File: src/rtl/wctrl_pkg.sv
// Shared types and constants for the wordcell access controller.
// The verify-only states exist only when WCTRL_WRITE_VERIFY_EN is defined.
package wctrl_pkg;

  localparam logic OP_READ  = 1'b0;
  localparam logic OP_WRITE = 1'b1;

  typedef enum logic [3:0] {
    S_IDLE,
    S_SETUP,
    S_STROBE,
    S_HOLD,
    S_RESP
`ifdef WCTRL_WRITE_VERIFY_EN
    ,
    S_VSETUP,
    S_VSTROBE,
    S_VHOLD
`endif
  } wctrl_state_e;

  function automatic int max_int(input int a, input int b);
    return (a > b) ? a : b;
  endfunction

endpackage

File: src/rtl/wordcell_phase_timer.sv
// Down-counter timing one FSM phase: load N-1 on phase entry, done when it hits zero,
// so a phase lasts exactly N cycles.
module wordcell_phase_timer #(
  parameter int W = 1
) (
  input  logic         clk,
  input  logic         rst,
  input  logic         load_i,
  input  logic [W-1:0] load_val_i,
  output logic         done_o
);

  logic [W-1:0] cnt_q, cnt_d;

  always_comb begin
    cnt_d = cnt_q;
    if (load_i) begin
      cnt_d = load_val_i;
    end else if (cnt_q != '0) begin
      cnt_d = cnt_q - 1'b1;
    end
  end

  always_ff @(posedge clk or posedge rst) begin
    if (rst) begin
      cnt_q <= '0;
    end else begin
      cnt_q <= cnt_d;
    end
  end

  assign done_o = (cnt_q == '0);

endmodule

File: src/rtl/wordcell_access_ctrl.sv
// Initiator for the wordcell array: one host request at a time, sequenced SETUP/STROBE/HOLD.
// Define WCTRL_WRITE_VERIFY_EN to add a readback pass after every write.
module wordcell_access_ctrl
  import wctrl_pkg::*;
#(
  parameter int DATA_W     = 8,
  parameter int ADDR_W     = 3,
  parameter int SETUP_CYC  = 1,
  parameter int STROBE_CYC = 2
) (
  input  logic                     clk,
  input  logic                     rst,
  // Valid/ready: a beat moves on the rising edge where valid and ready are both high;
  // the sender keeps its payload stable while valid is high and ready is low.
  input  logic                     req_valid,
  output logic                     req_ready,
  input  logic                     req_we,
  input  logic [ADDR_W-1:0]        req_addr,
  input  logic [DATA_W-1:0]        req_wdata,
  output logic                     rsp_valid,
  input  logic                     rsp_ready,
  output logic [DATA_W-1:0]        rsp_rdata,
  output logic                     rsp_err,
  output logic                     mem_op,
  output logic [(1<<ADDR_W)-1:0]   mem_sel,
  output logic [DATA_W-1:0]        mem_in_bus,
  input  logic [DATA_W-1:0]        mem_out_bus,
  output wctrl_state_e             dbg_state
);

  localparam int NUM_WORDS = 1 << ADDR_W;
  localparam int CNT_W     = $clog2(max_int(SETUP_CYC, STROBE_CYC) + 1);
  localparam logic [CNT_W-1:0] SETUP_LD  = CNT_W'(SETUP_CYC - 1);
  localparam logic [CNT_W-1:0] STROBE_LD = CNT_W'(STROBE_CYC - 1);

  wctrl_state_e           state_q;
  logic                   req_ready_q;
  logic                   rsp_valid_q;
  logic [DATA_W-1:0]      rdata_q;
  logic                   mem_op_q;
  logic [NUM_WORDS-1:0]   mem_sel_q;
  logic [DATA_W-1:0]      mem_in_bus_q;
  logic                   we_q;
  logic [ADDR_W-1:0]      addr_q;
`ifdef WCTRL_WRITE_VERIFY_EN
  logic                   err_q;
`endif

  logic                   accept;
  logic                   tmr_load;
  logic [CNT_W-1:0]       tmr_val;
  logic                   tmr_done;
  logic [NUM_WORDS-1:0]   sel_dec;

  assign accept  = req_valid && req_ready_q;
  assign sel_dec = {{(NUM_WORDS-1){1'b0}}, 1'b1} << addr_q;

  // Timer is reloaded on the edge that enters each multi-cycle phase.
  always_comb begin
    tmr_load = 1'b0;
    tmr_val  = SETUP_LD;
    case (state_q)
      S_IDLE:    if (accept) tmr_load = 1'b1;
      S_SETUP:   if (tmr_done) begin
                   tmr_load = 1'b1;
                   tmr_val  = STROBE_LD;
                 end
`ifdef WCTRL_WRITE_VERIFY_EN
      S_HOLD:    if (we_q == OP_WRITE) tmr_load = 1'b1;
      S_VSETUP:  if (tmr_done) begin
                   tmr_load = 1'b1;
                   tmr_val  = STROBE_LD;
                 end
`endif
      default:   ;
    endcase
  end

  wordcell_phase_timer #(
    .W (CNT_W)
  ) u_timer (
    .clk        (clk),
    .rst        (rst),
    .load_i     (tmr_load),
    .load_val_i (tmr_val),
    .done_o     (tmr_done)
  );

  always_ff @(posedge clk or posedge rst) begin
    if (rst) begin
      state_q      <= S_IDLE;
      req_ready_q  <= 1'b1;
      rsp_valid_q  <= 1'b0;
      rdata_q      <= '0;
      mem_op_q     <= OP_READ;
      mem_sel_q    <= '0;
      mem_in_bus_q <= '0;
      we_q         <= 1'b0;
      addr_q       <= '0;
`ifdef WCTRL_WRITE_VERIFY_EN
      err_q        <= 1'b0;
`endif
    end else begin
      case (state_q)
        S_IDLE: begin
          if (accept) begin
            we_q         <= req_we;
            addr_q       <= req_addr;
            mem_op_q     <= req_we;
            mem_in_bus_q <= req_wdata;
            rdata_q      <= '0;
            req_ready_q  <= 1'b0;
`ifdef WCTRL_WRITE_VERIFY_EN
            err_q        <= 1'b0;
`endif
            state_q      <= S_SETUP;
          end
        end
        S_SETUP: begin
          if (tmr_done) begin
            mem_sel_q <= sel_dec;
            state_q   <= S_STROBE;
          end
        end
        S_STROBE: begin
          if (tmr_done) begin
            mem_sel_q <= '0;
            if (we_q == OP_READ) rdata_q <= mem_out_bus;
            state_q   <= S_HOLD;
          end
        end
        S_HOLD: begin
          rsp_valid_q <= 1'b1;
          state_q     <= S_RESP;
`ifdef WCTRL_WRITE_VERIFY_EN
          // Writes divert into a readback pass instead of responding.
          if (we_q == OP_WRITE) begin
            rsp_valid_q <= 1'b0;
            mem_op_q    <= OP_READ;
            state_q     <= S_VSETUP;
          end
`endif
        end
`ifdef WCTRL_WRITE_VERIFY_EN
        S_VSETUP: begin
          if (tmr_done) begin
            mem_sel_q <= sel_dec;
            state_q   <= S_VSTROBE;
          end
        end
        S_VSTROBE: begin
          if (tmr_done) begin
            mem_sel_q <= '0;
            rdata_q   <= mem_out_bus;
            state_q   <= S_VHOLD;
          end
        end
        S_VHOLD: begin
          // mem_in_bus still carries the original write data here.
          err_q       <= (rdata_q != mem_in_bus_q);
          rsp_valid_q <= 1'b1;
          state_q     <= S_RESP;
        end
`endif
        S_RESP: begin
          if (rsp_ready) begin
            rsp_valid_q  <= 1'b0;
            req_ready_q  <= 1'b1;
            mem_op_q     <= OP_READ;
            mem_in_bus_q <= '0;
            state_q      <= S_IDLE;
          end
        end
        default: state_q <= S_IDLE;
      endcase
    end
  end

  assign req_ready  = req_ready_q;
  assign rsp_valid  = rsp_valid_q;
  assign rsp_rdata  = rdata_q;
  assign mem_op     = mem_op_q;
  assign mem_sel    = mem_sel_q;
  assign mem_in_bus = mem_in_bus_q;
  assign dbg_state  = state_q;
`ifdef WCTRL_WRITE_VERIFY_EN
  assign rsp_err    = err_q;
`else
  assign rsp_err    = 1'b0;
`endif

endmodule

File: config.mk
export PLATFORM = sky130hd
export DESIGN_NAME = wordcell_access_ctrl
export DESIGN_NICKNAME = d
export VERILOG_FILES = /design/src/rtl/wctrl_pkg.sv /design/src/rtl/wordcell_phase_timer.sv /design/src/rtl/wordcell_access_ctrl.sv
export SDC_FILE = /design/constraint.sdc
export NUM_CORES = 1
export LEC_CHECK = 0
export ABC_AREA = 1
export BUFFER_PORTS_ARGS = -buffer_cell sky130_fd_sc_hd__buf_2
export CAP_MARGIN = 30
export CORE_MARGIN = 4
export CORE_UTILIZATION = 53
export CTS_CLUSTER_SIZE = 10
export DETAILED_ROUTE_END_ITERATION = 7
export PLACE_DENSITY = 0.91
export SLEW_MARGIN = 5
export SYNTH_ARGS = -nofsm -noshare
export SYNTH_HDL_FRONTEND = slang
export SYNTH_SLANG_ARGS = --single-unit
File: constraint.sdc
create_clock -name clk -period 2.3 [get_ports clk]
set_input_delay 0.115 -clock clk [delete_from_list [all_inputs] [get_ports clk]]
set_output_delay 0.115 -clock clk [all_outputs]
set_load 0.02 [all_outputs]
==> reports/qor.csv <==
metric;value;unit
status;completed;
cts_sinks;36;
grt_pass1_vias;1359;
final_common_cell;nand2_1;
synth.top_cell.area_share;0.532;
io-pin-count;56;
setup_viol;0;
slew_viol_final;0;
clk_latency;340;ps
end_kind;flop;
hold_class;input port to flop;
tns;0;ps
cp_num_buf_inv;1;
nets;294;
die_h;63.8;um
ir_worst_vdd;375;uV
antenna_left;0;
rows;19;
avgSynthCellArea;8.24;sq um
post-cts-setup-buffers;0;
cp_data_arrival_time;1900;ps
fmax;620;MHz
rsz0062_at_grt;false;
ys_seq_elements;36;
final_cell_mix;79 x nand2_1, 53 x buf_2, 35 x dfrtp_1;
ys_warn_count;0;
drt_first_pass_iters;4;
worst_clock_skew;7.01;ps
ctsHoldBuffers;13;
drive_gt1_frac;0.270;
ys_seq_area_frac;0.547;
fin_util;0.737;
drc;0;
cts_inserted_buffers;5;
p_int;0.830;mW
critPathKind;flop to flop;
area_delta_synth_final;27.6;%
clockRootBuffer;clkbuf_4;
drt_iter0_drc;58;
vias;1478;
clk_pin_slew;100;ps
grt_first_pass_wirelength;5940;um
path_max_fanout;18;
core;0.00285;sq mm
nFillCells;210;
swShare;0.225;
yosysUniqueCellTypes;21;
synth_area;0.00165;sq mm
fp.dieArea;0.00407;sq mm
slowest_delay;480;ps
pwr_density_cell;509;mW/mm^2
place_congestion;0.797;
grtUsageTotal;0.194;
worstPathCellList;nor2_4 > nand2_2 > nor2_4 > inv_2 > nand2_2 > nand2_1 > nand2_1;
routed_via_density;4.91;
yosys-top-cells-area;dfrtp_1 53%, nand2_1 18%, inv_1 5.0%;
diodes;0;
cpMaxStageDelayCell;dfrtp_1;
die_x;63.8;um
pwr-share-seq;0.601;
clock_path_buffers;2;
port_buffers;53;
wl_per_cell;11.8;um
finalCritPeriodShare;0.701;
wl;3570;um
start_util;0.578;
hpwl;2460;um
htreeDepth;2;
pwr-share-clk;0.325;
cp_top_family;simple AND/OR/NAND/NOR gates;
grt_max_degree;37;
layout_min_cycle_time;1610;ps
antenna_found_initial;0;
comb_power_share;0.074;
drv_cap;0;
worstSetupStartpointType;flop;
final_hold_viol_count;0;
overflow;0;
cts_resized;0;
syn_inst;200;
yosysTopAreaCell;dfrtp_1;
cts_tree;yes;
cellLeakagePower;1.25;nW
p_sw;0.241;mW
required;2590;ps
==> sequential cells by signal, indices dropped and copies added, names as in the netlist <==
register / flops
addr_q: 3
dbg_state: 3
mem_in_bus: 8
mem_op: 1
mem_sel: 8
req_ready: 1
rsp_rdata: 8
rsp_valid: 1
u_timer.cnt_q: 2
we_q: 1
==> routing by layer <==
| layer | routed length (um) | GRT usage | vias to the layer above |
|---|---|---|---|
| met5 | 0 | 0 | - |
| met4 | 107 | 0.105 | 0 |
| met3 | 215 | 0.0630 | 8 |
| met2 | 1810 | 0.322 | 54 |
| met1 | 1430 | 0.222 | 665 |
| li1 | - | - | 751 |
==> power groups by stage <==
stage / Clock [mW] / Sequential [mW] / Combinational (mW)
final: 0.348 / 0.643 / 0.0796
after global routing: 0.383 / 0.645 / 0.0888
after CTS: 0.354 / 0.644 / 0.0807
after detailed placement: 0 / 0.656 / 0.0638
after global placement: 0 / 0.656 / 0.0629
after floorplan: 0 / 0.665 / 0.0241
==> final cells by class <==
cell class              count  area, sq um  area share
clock buffers               8         58.8      0.0280
flip-flops and latches     36          902       0.429
well taps                  31         38.8      0.0185
inverters                  23         86.3      0.0411
repair buffers             67          403       0.192
multi-input cells         136          613       0.292
==> cell usage after synthesis, drive strengths merged <==
| cell | count |
|---|---|
| nand2 | 84 |
| dfrtp | 35 |
| inv | 23 |
| nor2 | 18 |
| nand3 | 15 |
| o21ai | 9 |
| buf | 6 |
| nand4 | 4 |
| a21oi | 1 |
| conb | 1 |
| dfstp | 1 |
| ha | 1 |
| o22ai | 1 |
| xor2 | 1 |
==> per-stage QoR <==
stage | hold slack (ps) | area, sq um | cells | setup WS, ps | power (mW)
2_1_floorplan | 232 | 1650 | 201 | 952 | 0.689
3_3_place_gp | 231 | 1910 | 280 | 781 | 0.719
6_report | 59.9 | 2100 | 301 | 687 | 1.07
5_1_grt | 47.6 | 2100 | 301 | 539 | 1.12
4_1_cts | 55.4 | 2100 | 301 | 705 | 1.08
3_5_place_dp | 235 | 1910 | 280 | 718 | 0.720
==> kinds of logic after synthesis <==
logic type | synth area share
AND/OR/NAND/NOR | 0.314
adder cells (fa/ha/maj) | 0.00759
buffers and inverters | 0.0828
other | 0.00228
XOR/XNOR | 0.00532
AO/OA/AOI/OAI | 0.0410
flip-flops | 0.547
==> tightest hold or removal path: cells and delay by family <==
family | cells | cell delay (ps)
and+or+nand+nor | 3 | 130
buffers and inverters | 2 | 130
==> worst paths after layout <==
kind / startpoint / endpoint / slack, ps / cells after the start
worst max register to register: dbg_state[0] / rsp_rdata[6] / 690 / 7
worst min register to register: mem_in_bus[7] / mem_in_bus[7] / 470 / 2
worst max-delay path: dbg_state[0] / rsp_rdata[6] / 690 / 7
min in group asynchronous: rst / rsp_rdata[3] / 390 / 4
worst min-delay path: mem_out_bus[1] / rsp_rdata[1] / 60 / 5
max in group asynchronous: rst / req_ready / 1570 / 4
No activity file was read; power rests on OpenSTA's default activity.
